## src/rtl/pipeline_elastic_reg_pkg.sv

```systemverilog
// rtl/pipeline_elastic_reg_pkg.sv - shared stage-bundle widths and ring pointer sizing helper
package pipeline_elastic_reg_pkg;

    localparam int DATA_BUS_WIDTH = 32;

    // MEM->WB bundle layout: {mem_to_reg, reg_write, rd, mem_data, alu_result}
    localparam int MEMWB_ALU_OFFSET   = 0;
    localparam int MEMWB_MEM_OFFSET   = MEMWB_ALU_OFFSET + DATA_BUS_WIDTH;
    localparam int MEMWB_RD_OFFSET    = MEMWB_MEM_OFFSET + DATA_BUS_WIDTH;
    localparam int MEMWB_RW_OFFSET    = MEMWB_RD_OFFSET + 5;
    localparam int MEMWB_M2R_OFFSET   = MEMWB_RW_OFFSET + 1;
    localparam int MEMWB_BUNDLE_WIDTH = MEMWB_M2R_OFFSET + 1;

    function automatic int ring_ptr_width(input int depth);
        return (depth > 1) ? $clog2(depth) : 1;
    endfunction

endpackage

```

## src/rtl/pipeline_elastic_reg_ring_ptr.sv

```systemverilog
// rtl/pipeline_elastic_reg_ring_ptr.sv - modulo-DEPTH pointer, wraps by compare so any DEPTH >= 1 is legal
module pipeline_elastic_reg_ring_ptr
    import pipeline_elastic_reg_pkg::*;
#(
    parameter int DEPTH = 2,
    parameter int PTR_W = ring_ptr_width(DEPTH)
) (
    input  logic             clk,
    input  logic             rst,
    input  logic             clr,
    input  logic             inc,
    output logic [PTR_W-1:0] ptr
);

    localparam logic [PTR_W-1:0] LAST = PTR_W'(DEPTH - 1);

    logic [PTR_W-1:0] r_ptr;

    always_ff @(posedge clk or posedge rst) begin
        if (rst) begin
            r_ptr <= '0;
        end else if (clr) begin
            r_ptr <= '0;
        end else if (inc) begin
            r_ptr <= (r_ptr == LAST) ? '0 : r_ptr + PTR_W'(1);
        end
    end

    assign ptr = r_ptr;

endmodule

```

## src/rtl/pipeline_elastic_reg.sv

```systemverilog
// rtl/pipeline_elastic_reg.sv - elastic valid/ready stage register buffering DEPTH bundles with flush
// Define PIPE_ELASTIC_BYPASS_EN for a zero-latency path from input to output while empty.
module pipeline_elastic_reg
    import pipeline_elastic_reg_pkg::*;
#(
    parameter int WIDTH = DATA_BUS_WIDTH,
    parameter int DEPTH = 2,
    parameter int CNT_W = $clog2(DEPTH + 1)
) (
    input  logic             clk,
    input  logic             rst,
    input  logic             flush,
    input  logic             in_valid,
    output logic             in_ready,
    input  logic [WIDTH-1:0] in_data,
    output logic             out_valid,
    input  logic             out_ready,
    output logic [WIDTH-1:0] out_data,
    output logic [CNT_W-1:0] count
);

    localparam int               PTR_W    = ring_ptr_width(DEPTH);
    localparam logic [CNT_W-1:0] FULL_CNT = CNT_W'(DEPTH);

    logic [WIDTH-1:0] r_mem [DEPTH];
    logic [CNT_W-1:0] r_count;
    logic [PTR_W-1:0] w_wr_ptr;
    logic [PTR_W-1:0] w_rd_ptr;
    logic             w_empty;
    logic             w_full;
    logic             w_bypass;
    logic             w_push;
    logic             w_pop;
    logic             w_wr;
    logic             w_rd;

    assign w_empty  = (r_count == '0);
    assign w_full   = (r_count == FULL_CNT);
    assign in_ready = ~w_full;

`ifdef PIPE_ELASTIC_BYPASS_EN
    assign w_bypass = w_empty & in_valid & ~flush;
`else
    assign w_bypass = 1'b0;
`endif

    // Bubbles read as zero so downstream stages never see stale storage.
    assign out_valid = ~w_empty | w_bypass;
    assign out_data  = ~w_empty ? r_mem[w_rd_ptr] : (w_bypass ? in_data : '0);

    assign w_push = in_valid & in_ready;
    assign w_pop  = out_valid & out_ready;
    // A bypassed bundle consumed on arrival never touches storage.
    assign w_wr   = w_push & ~flush & ~(w_bypass & out_ready);
    assign w_rd   = w_pop & ~flush & ~w_bypass;

    always_ff @(posedge clk or posedge rst) begin
        if (rst) begin
            r_count <= '0;
        end else if (flush) begin
            r_count <= '0;
        end else begin
            case ({w_wr, w_rd})
                2'b10:   r_count <= r_count + CNT_W'(1);
                2'b01:   r_count <= r_count - CNT_W'(1);
                default: r_count <= r_count;
            endcase
        end
    end

    always_ff @(posedge clk) begin
        if (w_wr) begin
            r_mem[w_wr_ptr] <= in_data;
        end
    end

    pipeline_elastic_reg_ring_ptr #(.DEPTH(DEPTH)) u_wr_ptr (
        .clk (clk),
        .rst (rst),
        .clr (flush),
        .inc (w_wr),
        .ptr (w_wr_ptr)
    );

    pipeline_elastic_reg_ring_ptr #(.DEPTH(DEPTH)) u_rd_ptr (
        .clk (clk),
        .rst (rst),
        .clr (flush),
        .inc (w_rd),
        .ptr (w_rd_ptr)
    );

    assign count = r_count;

endmodule

```

## config.mk

```make
export PLATFORM = sky130hd
export DESIGN_NAME = pipeline_elastic_reg
export DESIGN_NICKNAME = d
export VERILOG_FILES = /design/src/rtl/pipeline_elastic_reg_pkg.sv /design/src/rtl/pipeline_elastic_reg_ring_ptr.sv /design/src/rtl/pipeline_elastic_reg.sv
export SDC_FILE = /design/constraint.sdc
export NUM_CORES = 1
export LEC_CHECK = 0
export CORE_MARGIN = 4
export CORE_UTILIZATION = 51
export DETAILED_ROUTE_END_ITERATION = 16
export GPL_TIMING_DRIVEN = 0
export HOLD_SLACK_MARGIN = 0.02
export PLACE_DENSITY = 0.81
export SYNTH_ARGS = -nofsm -noshare
export SYNTH_HDL_FRONTEND = slang
export SYNTH_SLANG_ARGS = --single-unit
```

## constraint.sdc

```tcl
create_clock -name clk -period 7.25 [get_ports clk]
set_input_delay 0.725 -clock clk [delete_from_list [all_inputs] [get_ports clk]]
set_output_delay 0.725 -clock clk [all_outputs]
set_load 0.005 [all_outputs]
```

==> impl_metrics.env <==
export IMPL_ff2ff_path_depth=6
export IMPL_grt_pass1_wl_mm=7.941
export IMPL_post_synth_top_count_cell="edfxtp_1"
export IMPL_first_pass_iters=4
export IMPL_routed_wl_mm=5.184
export IMPL_synth_xor_area_share_pct=0.3311
export IMPL_hold_class="input port to async pin"
export IMPL_grt_usage_pct=17.28
export IMPL_synth_cell_types=21
export IMPL_reg2reg_to="r_mem[1][23]$_DFFE_PP_"
export IMPL_startpoint_type="flop"
export IMPL_synth_top_area_cell="edfxtp_1"
export IMPL_drt_iter0_drc=65
export IMPL_critPathArrivalTime_ps=1940
export IMPL_yosys_register_bits=68
export IMPL_numPortBuffers=72
export IMPL_clkLatencyLatePin_ps=330
export IMPL_rsz0062_at_grt="false"
export IMPL_fin_nets=289
export IMPL_die_w_um=80.02
export IMPL_cpMostUsedCell="nor2_1"
export IMPL_status="complete, no violations"
export IMPL_path_max_fanout=10
export IMPL_period_share_pct=36.79
export IMPL_path_class="flop to primary output"
export IMPL_die_h_um=80.02
export IMPL_yosysWarnings=0
export IMPL_core_area_um2=4880
export IMPL_vias_per_cell=4.947
export IMPL_synth_top_cells_by_count="edfxtp_1 (64), nor2_1 (34), mux2i_1 (33)"
export IMPL_cts_sinks=68
export IMPL_antenna_found_initial=0
export IMPL_yosys_top_cells_area="edfxtp_1 (73%), mux2i_1 (12%), nor2_1 (4.8%)"
export IMPL_critPathCaptureType="primary output"
export IMPL_hold_viol=0
export IMPL_required_ps=6520
export IMPL_wl_per_cell_um=16.05
export IMPL_post_route_min_period_ps=2667
export IMPL_path_clk_slew_ps=60
export IMPL_max_freq_mhz=374.9
export IMPL_crit_path_end="out_data[6]"
export IMPL_clock_path_buffers=2
export IMPL_synth_top_family_by_area="multiplexers"
export IMPL_antenna_left=0
export IMPL_netlist_area_leader_share_pct=72.66
export IMPL_post_route_util_pct=75.82
export IMPL_p_leak_nw=1.265
export IMPL_diodes=0
export IMPL_relSlewSlack_pct=68.90
export IMPL_grt_max_degree=12
export IMPL_grt_ovfl_total=0
export IMPL_io_pin_count=73
export IMPL_ys_seq_area_share_pct=76.44
export IMPL_cp_startpoint="count[0]$_DFFE_PP0P_"
export IMPL_grt_pass1_vias=1690
export IMPL_tightest_slew_ps=464.5
export IMPL_setup_tns_ps=0
export IMPL_path_cells="nor2_1 -> buf_2 -> nor2_1 -> clkdlybuf4s50_1"
export IMPL_async_reset_ff_share_pct=5.882
export IMPL_cts_root_buf="clkbuf_8"
export IMPL_synth_edf_count=64
export IMPL_timing_rr_start="count[1]$_DFFE_PP0P_"
export IMPL_syn_avg_cell_area_um2=16.23
export IMPL_placementRows=25
export IMPL_drc_errors=0
export IMPL_setup_viol_count_final=0
export IMPL_skew_ps=9.146
export IMPL_maxCapViolCount=0
export IMPL_vdd_drop_max_mv=0.1589
export IMPL_post_cts_buffers=0
export IMPL_area_growth_pct=39.88
export IMPL_dieArea_um2=6402
export IMPL_synth_compound_area_share_pct=1.845
export IMPL_synth_nets=200
export IMPL_drive_gt1_share_pct=10.94
export IMPL_cts_tree="done"
export IMPL_htree_levels=3
export IMPL_critical_path_slowest_cell="dfrtp_1"
export IMPL_p_per_area_nw_per_um2=227.3
export IMPL_synth_area_um2=2645
export IMPL_cts_resized=0
export IMPL_cts_buffers=9
export IMPL_synth_top_flop_cell="edfxtp_1"
export IMPL_place_hpwl_mm=3.744
export IMPL_cts_hold_buf=0
export IMPL_synth_cells=163
export IMPL_place_congestion=0.7748
export IMPL_synthMuxAreaShare_pct=12.49
export IMPL_slew_violations=0
export IMPL_r2r_slack_ps=5290
export IMPL_cp_slowest_stage_delay_ps=470
export IMPL_start_util_pct=54.21
export IMPL_synth_simple_area_share_pct=6.717
export IMPL_synthAdderAreaFrac_pct=0
export IMPL_via_count=1598
-- final cells by class --
| type | instances | area [um2] |
|---|---|---|
| Sequential cell | 68 | 2022 |
| Fill cell | 319 | 1180 |
| Timing Repair Buffer | 78 | 788.3 |
| Multi-Input combinational cell | 84 | 575.6 |
| Clock buffer | 11 | 131.4 |
| Tap cell | 67 | 83.83 |
| Buffer | 7 | 42.54 |
| Clock inverter | 4 | 41.29 |
| Inverter | 4 | 15.01 |
-- metal layers --
layer | vias up | global-route usage (%) | part of all wire, %
li1 | 776 | - | -
met1 | 772 | 17.29 | 38
met2 | 42 | 31.71 | 55
met3 | 8 | 5.192 | 5.4
met4 | 0 | 9.122 | 1.9
met5 | - | 0 | 0
-- sequential cells by signal, summed over array words and instances (netlist names) --
name	cells
r_mem	64
count	2
u_wr_ptr.ptr	1
u_rd_ptr.ptr	1
-- worst min path at each step --
stage | endpoint | slack [ps] | cells after the start | startpoint
global route | count[0]$_DFFE_PP0P_ | 580 | 2 | rst
global placement | u_wr_ptr.ptr$_DFFE_PP0P_ | 550 | 2 | u_wr_ptr.ptr$_DFFE_PP0P_
floorplan | count[0]$_DFFE_PP0P_ | 490 | 1 | rst
CTS | count[0]$_DFFE_PP0P_ | 590 | 2 | rst
finish | count[0]$_DFFE_PP0P_ | 600 | 2 | rst
detailed placement | u_wr_ptr.ptr$_DFFE_PP0P_ | 610 | 2 | u_wr_ptr.ptr$_DFFE_PP0P_
-- cell usage in the layout, fill, tap and decap left out --
master / instances
a21o_1: 1
o211ai_1: 1
xor2_1: 1
edfxtp_1: 64
clkinv_1: 3
a21oi_1: 3
o21ai_0: 2
bufinv_16: 1
a21oi_2: 1
clkbuf_1: 2
nor3b_1: 1
buf_2: 4
nand3b_1: 1
nand2_1: 1
buf_6: 6
clkdlybuf4s50_1: 72
inv_2: 1
nor3b_2: 1
clkbuf_8: 9
nor2_1: 34
nor2b_1: 1
or3_1: 1
dfrtp_1: 4
inv_1: 3
mux2i_1: 33
nor3_2: 1
buf_4: 3
or2_2: 1
-- worst max-delay path, delay by kind of cell (launching register included) --
| family | cells | cell delay [ps] |
|---|---|---|
| DFF | 1 | 470 |
| buffers and inverters | 2 | 760 |
| and+or+nand+nor | 2 | 390 |
-- power breakdown --
part	internal, mW	switching, mW	total (mW)
registers	0.446	0.00483	0.451
clock network	0.154	0.122	0.275
logic	0.0662	0.0484	0.115
-- through the flow --
stage	cells	total power [mW]	cell area [um2]	setup WS (ps)	hold slack [ps]
after detailed placement	308	0.5746	3527	4676	608.5
after global routing	323	0.8756	3700	4401	583.5
after floorplan	163	0.5057	2645	3617	491.1
final	323	0.8409	3700	4583	599.7
after global placement	302	0.5685	3450	1870	553.9
after CTS	323	0.8505	3700	4530	588.0
-- kinds of logic after synthesis --
kind of cell,after synthesis
flops,68
xor+xnor,1
buf+inv,11
mux,33
simple gates,42
compound gates,8
Note: power is estimated with default switching activity, not from simulation.
